**src/rtl/sdram_write_engine_if.sv**
```systemverilog
// Upstream write-request and data-pop handshake between a controller and the SDRAM write engine.
interface sdram_write_engine_if;
  logic        write_en;
  logic [19:0] addr;
  logic        write_ack;
  logic        wr_data_req;
  logic [15:0] wr_data;

  modport master (
    output write_en,
    output addr,
    output wr_data,
    input  write_ack,
    input  wr_data_req
  );

  modport slave (
    input  write_en,
    input  addr,
    input  wr_data,
    output write_ack,
    output wr_data_req
  );
endinterface

```
**src/rtl/sdram_write_engine.sv**
```systemverilog
// Single-burst SDRAM write sequencer (ACTIVE/WRITE/PRECHARGE) with interleaved auto-refresh.
module sdram_write_engine #(
  parameter int unsigned BURST_LEN  = 4,
  parameter int unsigned T_RCD      = 2,
  parameter int unsigned T_WR       = 2,
  parameter int unsigned T_RP       = 2,
  parameter int unsigned T_RFC      = 7,
  parameter int unsigned REF_CYCLES = 780
) (
  input  logic                 S_CLK,
  input  logic                 RST_N,
  input  logic                 init_done,
  sdram_write_engine_if.slave  up,
  output logic                 sdram_cs_n,
  output logic                 sdram_ras_n,
  output logic                 sdram_cas_n,
  output logic                 sdram_we_n,
  output logic [1:0]           sdram_ba,
  output logic [11:0]          sdram_a,
  output logic [15:0]          sdram_dq_out,
  output logic                 sdram_dq_oe,
  output logic [1:0]           sdram_dqm
);

  // Zero-valued timing parameters behave as one cycle.
  localparam int unsigned Bl     = (BURST_LEN == 0) ? 1 : ((BURST_LEN > 8) ? 8 : BURST_LEN);
  localparam int unsigned Trcd   = (T_RCD == 0) ? 1 : T_RCD;
  localparam int unsigned Twr    = (T_WR == 0) ? 1 : T_WR;
  localparam int unsigned Trp    = (T_RP == 0) ? 1 : T_RP;
  localparam int unsigned Trfc   = (T_RFC == 0) ? 1 : T_RFC;
  localparam int unsigned RefLen = (REF_CYCLES == 0) ? 1 : REF_CYCLES;
  localparam int unsigned RefW   = (RefLen > 1) ? $clog2(RefLen) : 1;

  localparam logic [RefW-1:0] RefMax  = RefW'(RefLen - 1);
  localparam logic [4:0]      RcdLoad = 5'((Trcd > 1) ? Trcd - 2 : 0);
  localparam logic [4:0]      WrLoad  = 5'(Bl + Twr - 2);
  localparam logic [4:0]      RpLoad  = 5'((Trp > 1) ? Trp - 2 : 0);
  localparam logic [4:0]      RfcLoad = 5'((Trfc > 1) ? Trfc - 2 : 0);
  localparam logic [2:0]      BlLoad  = 3'(Bl - 1);

  localparam logic [3:0] CmdNop = 4'b0111;
  localparam logic [3:0] CmdAct = 4'b0011;
  localparam logic [3:0] CmdWr  = 4'b0100;
  localparam logic [3:0] CmdPre = 4'b0010;
  localparam logic [3:0] CmdRef = 4'b0001;

  typedef enum logic [3:0] {
    StIdle, StCapture, StAct, StRcdWait, StWrite, StWrWait,
    StPre, StRpWait, StAck, StRef, StRfcWait
  } state_e;

  state_e            state_q, state_d;
  logic [4:0]        cnt_q, cnt_d;
  logic [1:0]        bank_q, bank_d;
  logic [7:0]        col_q, col_d;
  logic [RefW-1:0]   ref_cnt_q, ref_cnt_d;
  logic              ref_pend_q, ref_pend_d;
  logic              ack_blk_q, ack_blk_d;
  logic [2:0]        req_left_q, req_left_d;
  logic              req_q, req_d;
  logic              ack_q, ack_d;
  logic [3:0]        cmd_q, cmd_d;
  logic [1:0]        ba_q, ba_d;
  logic [11:0]       a_q, a_d;
  logic [15:0]       dq_q, dq_d;
  logic              oe_q, oe_d;
  logic [1:0]        dqm_q, dqm_d;
  logic              pre_write;

  always_comb begin
    state_d = state_q;
    cnt_d   = cnt_q;
    unique case (state_q)
      StIdle: begin
        // Refresh wins; a write_en lingering right after an ack is not a new request.
        if (init_done) begin
          if (ref_pend_q)                      state_d = StRef;
          else if (up.write_en && !ack_blk_q)  state_d = StCapture;
        end
      end
      StCapture: state_d = StAct;
      StAct: begin
        if (Trcd > 1) begin
          state_d = StRcdWait;
          cnt_d   = RcdLoad;
        end else begin
          state_d = StWrite;
        end
      end
      StRcdWait: begin
        if (cnt_q == '0) state_d = StWrite;
        else             cnt_d   = cnt_q - 5'd1;
      end
      StWrite: begin
        state_d = StWrWait;
        cnt_d   = WrLoad;
      end
      StWrWait: begin
        if (cnt_q == '0) state_d = StPre;
        else             cnt_d   = cnt_q - 5'd1;
      end
      StPre: begin
        if (Trp > 1) begin
          state_d = StRpWait;
          cnt_d   = RpLoad;
        end else begin
          state_d = StAck;
        end
      end
      StRpWait: begin
        if (cnt_q == '0) state_d = StAck;
        else             cnt_d   = cnt_q - 5'd1;
      end
      StAck: state_d = StIdle;
      StRef: begin
        if (Trfc > 1) begin
          state_d = StRfcWait;
          cnt_d   = RfcLoad;
        end else begin
          state_d = StIdle;
        end
      end
      StRfcWait: begin
        if (cnt_q == '0) state_d = StIdle;
        else             cnt_d   = cnt_q - 5'd1;
      end
      default: state_d = StIdle;
    endcase
  end

  always_comb begin
    cmd_d  = CmdNop;
    ba_d   = ba_q;
    a_d    = a_q;
    ack_d  = 1'b0;
    bank_d = bank_q;
    col_d  = col_q;
    if (state_q == StCapture) begin
      bank_d = up.addr[19:18];
      col_d  = up.addr[7:0];
    end
    unique case (state_d)
      StAct: begin
        cmd_d = CmdAct;
        ba_d  = up.addr[19:18];
        a_d   = {2'b00, up.addr[17:8]};
      end
      StWrite: begin
        cmd_d = CmdWr;
        ba_d  = bank_q;
        a_d   = {4'b0000, col_q};
      end
      StPre: begin
        cmd_d = CmdPre;
        ba_d  = bank_q;
        a_d   = '0;
      end
      StAck:   ack_d = 1'b1;
      StRef:   cmd_d = CmdRef;
      default: ;
    endcase
  end

  // Data pop starts one cycle ahead of WRITE so the word lands on DQ with the command.
  always_comb begin
    pre_write  = ((state_d == StAct) && (Trcd == 1)) ||
                 ((state_d == StRcdWait) && (cnt_d == '0));
    req_d      = 1'b0;
    req_left_d = req_left_q;
    if (pre_write) begin
      req_d      = 1'b1;
      req_left_d = BlLoad;
    end else if (req_left_q != '0) begin
      req_d      = 1'b1;
      req_left_d = req_left_q - 3'd1;
    end
    oe_d  = req_q;
    dqm_d = req_q ? 2'b00 : 2'b11;
    dq_d  = req_q ? up.wr_data : '0;
  end

  always_comb begin
    ref_cnt_d = '0;
    if (init_done) ref_cnt_d = (ref_cnt_q == RefMax) ? '0 : ref_cnt_q + RefW'(1);
    ref_pend_d = ref_pend_q;
    if (state_q == StRef) ref_pend_d = 1'b0;
    if (init_done && (ref_cnt_q == RefMax)) ref_pend_d = 1'b1;
    ack_blk_d = (state_q == StAck);
  end

  always_ff @(posedge S_CLK) begin
    if (!RST_N) begin
      state_q    <= StIdle;
      cnt_q      <= '0;
      bank_q     <= '0;
      col_q      <= '0;
      ref_cnt_q  <= '0;
      ref_pend_q <= 1'b0;
      ack_blk_q  <= 1'b0;
      req_left_q <= '0;
      req_q      <= 1'b0;
      ack_q      <= 1'b0;
      cmd_q      <= CmdNop;
      ba_q       <= '0;
      a_q        <= '0;
      dq_q       <= '0;
      oe_q       <= 1'b0;
      dqm_q      <= 2'b11;
    end else begin
      state_q    <= state_d;
      cnt_q      <= cnt_d;
      bank_q     <= bank_d;
      col_q      <= col_d;
      ref_cnt_q  <= ref_cnt_d;
      ref_pend_q <= ref_pend_d;
      ack_blk_q  <= ack_blk_d;
      req_left_q <= req_left_d;
      req_q      <= req_d;
      ack_q      <= ack_d;
      cmd_q      <= cmd_d;
      ba_q       <= ba_d;
      a_q        <= a_d;
      dq_q       <= dq_d;
      oe_q       <= oe_d;
      dqm_q      <= dqm_d;
    end
  end

  assign up.write_ack   = ack_q;
  assign up.wr_data_req = req_q;
  assign {sdram_cs_n, sdram_ras_n, sdram_cas_n, sdram_we_n} = cmd_q;
  assign sdram_ba     = ba_q;
  assign sdram_a      = a_q;
  assign sdram_dq_out = dq_q;
  assign sdram_dq_oe  = oe_q;
  assign sdram_dqm    = dqm_q;

endmodule

```
**src/flat_wrapper.sv**
```systemverilog
// flat-port wrapper written by rule: the top's interface ports become plain ports
module sdram_write_engine_flat 
#(
  parameter int unsigned BURST_LEN  = 4,
  parameter int unsigned T_RCD      = 2,
  parameter int unsigned T_WR       = 2,
  parameter int unsigned T_RP       = 2,
  parameter int unsigned T_RFC      = 7,
  parameter int unsigned REF_CYCLES = 780
)
  (S_CLK, RST_N, init_done, sdram_cs_n, sdram_ras_n, sdram_cas_n, sdram_we_n, sdram_ba, sdram_a, sdram_dq_out, sdram_dq_oe, sdram_dqm, up_write_en, up_addr, up_wr_data, up_write_ack, up_wr_data_req);
  sdram_write_engine_if up_i ();
  input  logic S_CLK;
  input  logic RST_N;
  input  logic init_done;
  output logic sdram_cs_n;
  output logic sdram_ras_n;
  output logic sdram_cas_n;
  output logic sdram_we_n;
  output logic [1:0] sdram_ba;
  output logic [11:0] sdram_a;
  output logic [15:0] sdram_dq_out;
  output logic sdram_dq_oe;
  output logic [1:0] sdram_dqm;
  input wire logic [$bits(up_i.write_en)-1:0] up_write_en;
  input wire logic [$bits(up_i.addr)-1:0] up_addr;
  input wire logic [$bits(up_i.wr_data)-1:0] up_wr_data;
  output wire logic [$bits(up_i.write_ack)-1:0] up_write_ack;
  output wire logic [$bits(up_i.wr_data_req)-1:0] up_wr_data_req;
  assign up_i.write_en = up_write_en;
  assign up_i.addr = up_addr;
  assign up_i.wr_data = up_wr_data;
  assign up_write_ack = up_i.write_ack;
  assign up_wr_data_req = up_i.wr_data_req;
  sdram_write_engine #(.BURST_LEN(BURST_LEN), .T_RCD(T_RCD), .T_WR(T_WR), .T_RP(T_RP), .T_RFC(T_RFC), .REF_CYCLES(REF_CYCLES)) u_core (.S_CLK(S_CLK), .RST_N(RST_N), .init_done(init_done), .up(up_i), .sdram_cs_n(sdram_cs_n), .sdram_ras_n(sdram_ras_n), .sdram_cas_n(sdram_cas_n), .sdram_we_n(sdram_we_n), .sdram_ba(sdram_ba), .sdram_a(sdram_a), .sdram_dq_out(sdram_dq_out), .sdram_dq_oe(sdram_dq_oe), .sdram_dqm(sdram_dqm));
endmodule
```
**config.mk**
```make
export PLATFORM = sky130hd
export DESIGN_NAME = sdram_write_engine_flat
export DESIGN_NICKNAME = d
export VERILOG_FILES = /design/src/rtl/sdram_write_engine_if.sv /design/src/rtl/sdram_write_engine.sv /design/src/flat_wrapper.sv
export SDC_FILE = /design/constraint.sdc
export NUM_CORES = 1
export LEC_CHECK = 0
export CAP_MARGIN = 20
export CELL_PAD_IN_SITES_DETAIL_PLACEMENT = 1
export CELL_PAD_IN_SITES_GLOBAL_PLACEMENT = 1
export CORE_MARGIN = 2
export CORE_UTILIZATION = 37
export CTS_BUF_LIST = sky130_fd_sc_hd__clkbuf_4
export DETAILED_ROUTE_END_ITERATION = 12
export PLACE_DENSITY_LB_ADDON = 0.1
export SYNTH_ARGS = -nofsm -noshare
export SYNTH_HDL_FRONTEND = slang
export SYNTH_SLANG_ARGS = --single-unit
```
**constraint.sdc**
```tcl
create_clock -name S_CLK -period 2.3 [get_ports S_CLK]
set_input_delay 0.575 -clock S_CLK [delete_from_list [all_inputs] [get_ports S_CLK]]
set_output_delay 0.575 -clock S_CLK [all_outputs]
set_load 0.02 [all_outputs]
```
==> impl_metrics.yaml <==
clock_network:
  post_cts_resize_count: 0
  cts_tree: "done"
  clk_pin_slew_worst_paths_ns: 0.11
  htree_num_levels: 3
  clkLatencyLatePin_ns: 0.41
  tritoncts.num_buffers: 9
  clock_tree.buffer_depth: 2
  cts_setup_buffers: 0
  clock-sinks: 69
  ctsRootBufferMaster: "sky130_fd_sc_hd__clkbuf_4"
  cts_hold_repair.buffers: 0
synthesis:
  muxShareOfSynthArea: 0.00342
  synth_enable_flop_cells: 0
  netlist_area_sq_um: 2930
  fraction_of_the_mapped_netlist_area_in_compound_gates: 0.162
  synth.lib_cells_used.distinct: 50
  avgSynthCellArea_sq_um: 8.59
  postSynthRegisterBits: 69
  primary_flip_flop_cell_chosen_by_synthesis_mapping: "sky130_fd_sc_hd__dfxtp_1"
  synth-adder-area-share: 0.0213
  ys_seq_area_frac: 0.471
  postSynth.asyncResetShare: 0
  synth_xor_area_frac: 0.0299
  post_synth_and_or_nand_nor_area_fraction: 0.257
  dominant_combinational_cell_family_by_area_after_synthesis: "simple AND/OR/NAND/NOR gates"
  synth.yosys.warnings: 0
  postSynthCellCount: 341
place:
  dpl-instance-area_sq_um: 3810
  gpl.final_weighted_congestion: 0.867
  placement.io_buffers: 75
  post-dp-hpwl_mm: 5.60
grt:
  grt_usage: 0.190
  grt_pass1_wl_mm: 13.0
  grt_pass1_vias: 2683
  remaining_overflow_grt: 0
  antenna_found_initial: 0
  grt_start_max_net_pins: 35
critical_path:
  setup.worst_path.start_class: "flip-flop"
  cp.required_ns: 2.60
  criticalPathCategory: "flip-flop to flip-flop"
  crit_path_end_kind: "flip-flop"
  cp_data_arrival_time_ns: 2.30
  crit_path_max_fanout: 9
sta:
  min_period_ns: 2.01
  grt_setup_unrepaired: "false"
  fmax_mhz: 498
  final-hold-violation-count: 0
  timing_max_transition_violations_final: 0
  number_of_setup_violations_in_the_final_report: 0
  fin_tns_setup_ns: 0
  hold-worst-slack_ns: 0.470
  finClkSkew_ns: 0.0166
  finalCritPeriodShare: 0.873
pwr:
  static-leakage-power_nw: 1.53
  finalPower_w: 0.00301
  power.ir.vdd_worst_mv: 0.256
  power.density_cell_area_nw_per_um2: 761
layout:
  fin_nets: 465
  layout_commonest_cell: "sky130_fd_sc_hd__clkdlybuf4s50_1"
  fin_area_sq_um: 3950
  fill_cells: 916
  postLayoutCoreUtil: 0.514
  antenna_cells_inserted: 0
  fraction_of_layout_instances_using_a_drive_strength_above_1: 0.0965
  most-common-layout-cells: "sky130_fd_sc_hd__clkdlybuf4s50_1 (75), sky130_fd_sc_hd__dfxtp_1 (69), sky130_fd_sc_hd__nor2_1 (49)"
  areaGrowthSynthToFinish_pct: 34.8
floorplan:
  floorplan.rows: 32
  floorplan.initialDensity: 0.381
  floorplan.die.width_um: 93.0
  core_area_sq_um: 7690
  die_height_um: 93.0
  fp.dieArea_sq_um: 8650
  io-pin-count: 79
detailed_routing:
  detail-route-antenna-nets: 0
  drt_drc_violations_left: 0
  drt-vias-per-instance: 4.91
  routed_wire_length_per_instance_um: 14.5
  dr_total_vias: 2586
  totalWireLength_mm: 7.66
  drt_pre_antenna_iters: 4
  detail_route.iter0.violations: 147
worst_hold_path:
  worstHoldPathType: "flip-flop to flip-flop"
outcome:
  outcome: "finished, final reports clean"
job:
  timing.max_cap.violations: 0
-- sequential cells by signal (all words and copies together), names as in the netlist, 3 cells and up --
name / count
u_core.cmd_q: 3
u_core.req_left_q: 3
u_core.ref_cnt_q: 10
u_core.sdram_dq_out: 16
u_core.state_q: 4
u_core.cnt_q: 5
u_core.col_q: 8
u_core.sdram_a: 10
-- through the flow --
step,setup WS [ns],std cells
after floorplan,0.469,343
after global placement,0.249,511
after detailed placement,0.203,511
after CTS,0.278,527
after global routing,0.0740,527
final,0.293,527
-- worst max-delay path, cell delays in order (launching register included) --
cell                      delay [ns]
sky130_fd_sc_hd__dfxtp_1        0.33
sky130_fd_sc_hd__inv_1          0.13
sky130_fd_sc_hd__ha_1           0.19
sky130_fd_sc_hd__nor2b_1        0.24
sky130_fd_sc_hd__nand2_2        0.10
sky130_fd_sc_hd__buf_4          0.18
sky130_fd_sc_hd__nor3_1         0.13
sky130_fd_sc_hd__o31a_1         0.22
sky130_fd_sc_hd__a22oi_1        0.10
sky130_fd_sc_hd__or2_2          0.28
-- worst paths after layout --
check,start,end,slack [ns],depth (start not counted)
worst max-delay path,u_core.cnt_q[0],u_core.cmd_q[1],0.29,9
worst min-delay path,u_core.col_q[7],u_core.col_q[7],0.47,2
worst max register to register,u_core.cnt_q[0],u_core.cmd_q[1],0.29,9
worst min register to register,u_core.col_q[7],u_core.col_q[7],0.47,2
-- report_power, final --
group	switching (W)	internal, W	total, W
registers	0.0000675	0.00132	0.00139
clock network	0.000454	0.000335	0.000789
logic	0.000436	0.000395	0.000831
total	0.000958	0.00205	0.00301
-- cells in the mapped netlist (2+ instances only) --
master	number	share of area
sky130_fd_sc_hd__buf_4	5	0.013
sky130_fd_sc_hd__xnor2_1	5	0.015
sky130_fd_sc_hd__dfxtp_1	69	0.47
sky130_fd_sc_hd__a31oi_1	2	0.0043
sky130_fd_sc_hd__inv_1	11	0.014
sky130_fd_sc_hd__nor2b_1	3	0.0064
sky130_fd_sc_hd__o21a_1	3	0.0077
sky130_fd_sc_hd__nor4_2	2	0.0085
sky130_fd_sc_hd__xor2_1	5	0.015
sky130_fd_sc_hd__nor2_1	49	0.063
sky130_fd_sc_hd__a22oi_1	4	0.010
sky130_fd_sc_hd__nand2_1	42	0.054
sky130_fd_sc_hd__or2_2	2	0.0043
sky130_fd_sc_hd__a21boi_0	10	0.026
sky130_fd_sc_hd__nand2b_1	4	0.0085
sky130_fd_sc_hd__o21ai_0	17	0.029
sky130_fd_sc_hd__and2_1	8	0.017
sky130_fd_sc_hd__o31a_1	2	0.0060
sky130_fd_sc_hd__nand3_1	5	0.0085
sky130_fd_sc_hd__and3_1	18	0.038
sky130_fd_sc_hd__nor3b_1	2	0.0051
sky130_fd_sc_hd__nand4_1	2	0.0043
sky130_fd_sc_hd__a21oi_1	19	0.032
sky130_fd_sc_hd__clkbuf_1	10	0.013
sky130_fd_sc_hd__or3_1	2	0.0043
sky130_fd_sc_hd__ha_1	5	0.021
sky130_fd_sc_hd__nor3_1	7	0.012
sky130_fd_sc_hd__buf_2	6	0.010
-- cell families after synthesis --
group / after synthesis
compound gates: 70
xor+xnor: 10
fa+ha+maj: 5
buf+inv: 33
flops: 69
mux: 1
other cells: 1
simple gates: 152
-- area by class of cell --
type	count	area, sq um	area share
well taps	102	128	0.0323
flip-flops and latches	69	1380	0.350
clock inverters	7	73.8	0.0187
repair buffers	88	861	0.218
inverters	11	41.3	0.0104
multi-input cells	241	1400	0.354
clock buffers	9	67.6	0.0171
-- metal layers --
metal | GRT usage | routed length [um] | part of all wire
met1 | 0.222 | 3340 | 0.44
met5 | 0 | 0 | 0
met3 | 0.0451 | 300 | 0.039
met4 | 0.0650 | 105 | 0.014
met2 | 0.339 | 3910 | 0.51
Note: power is estimated with default switching activity, not from simulation.
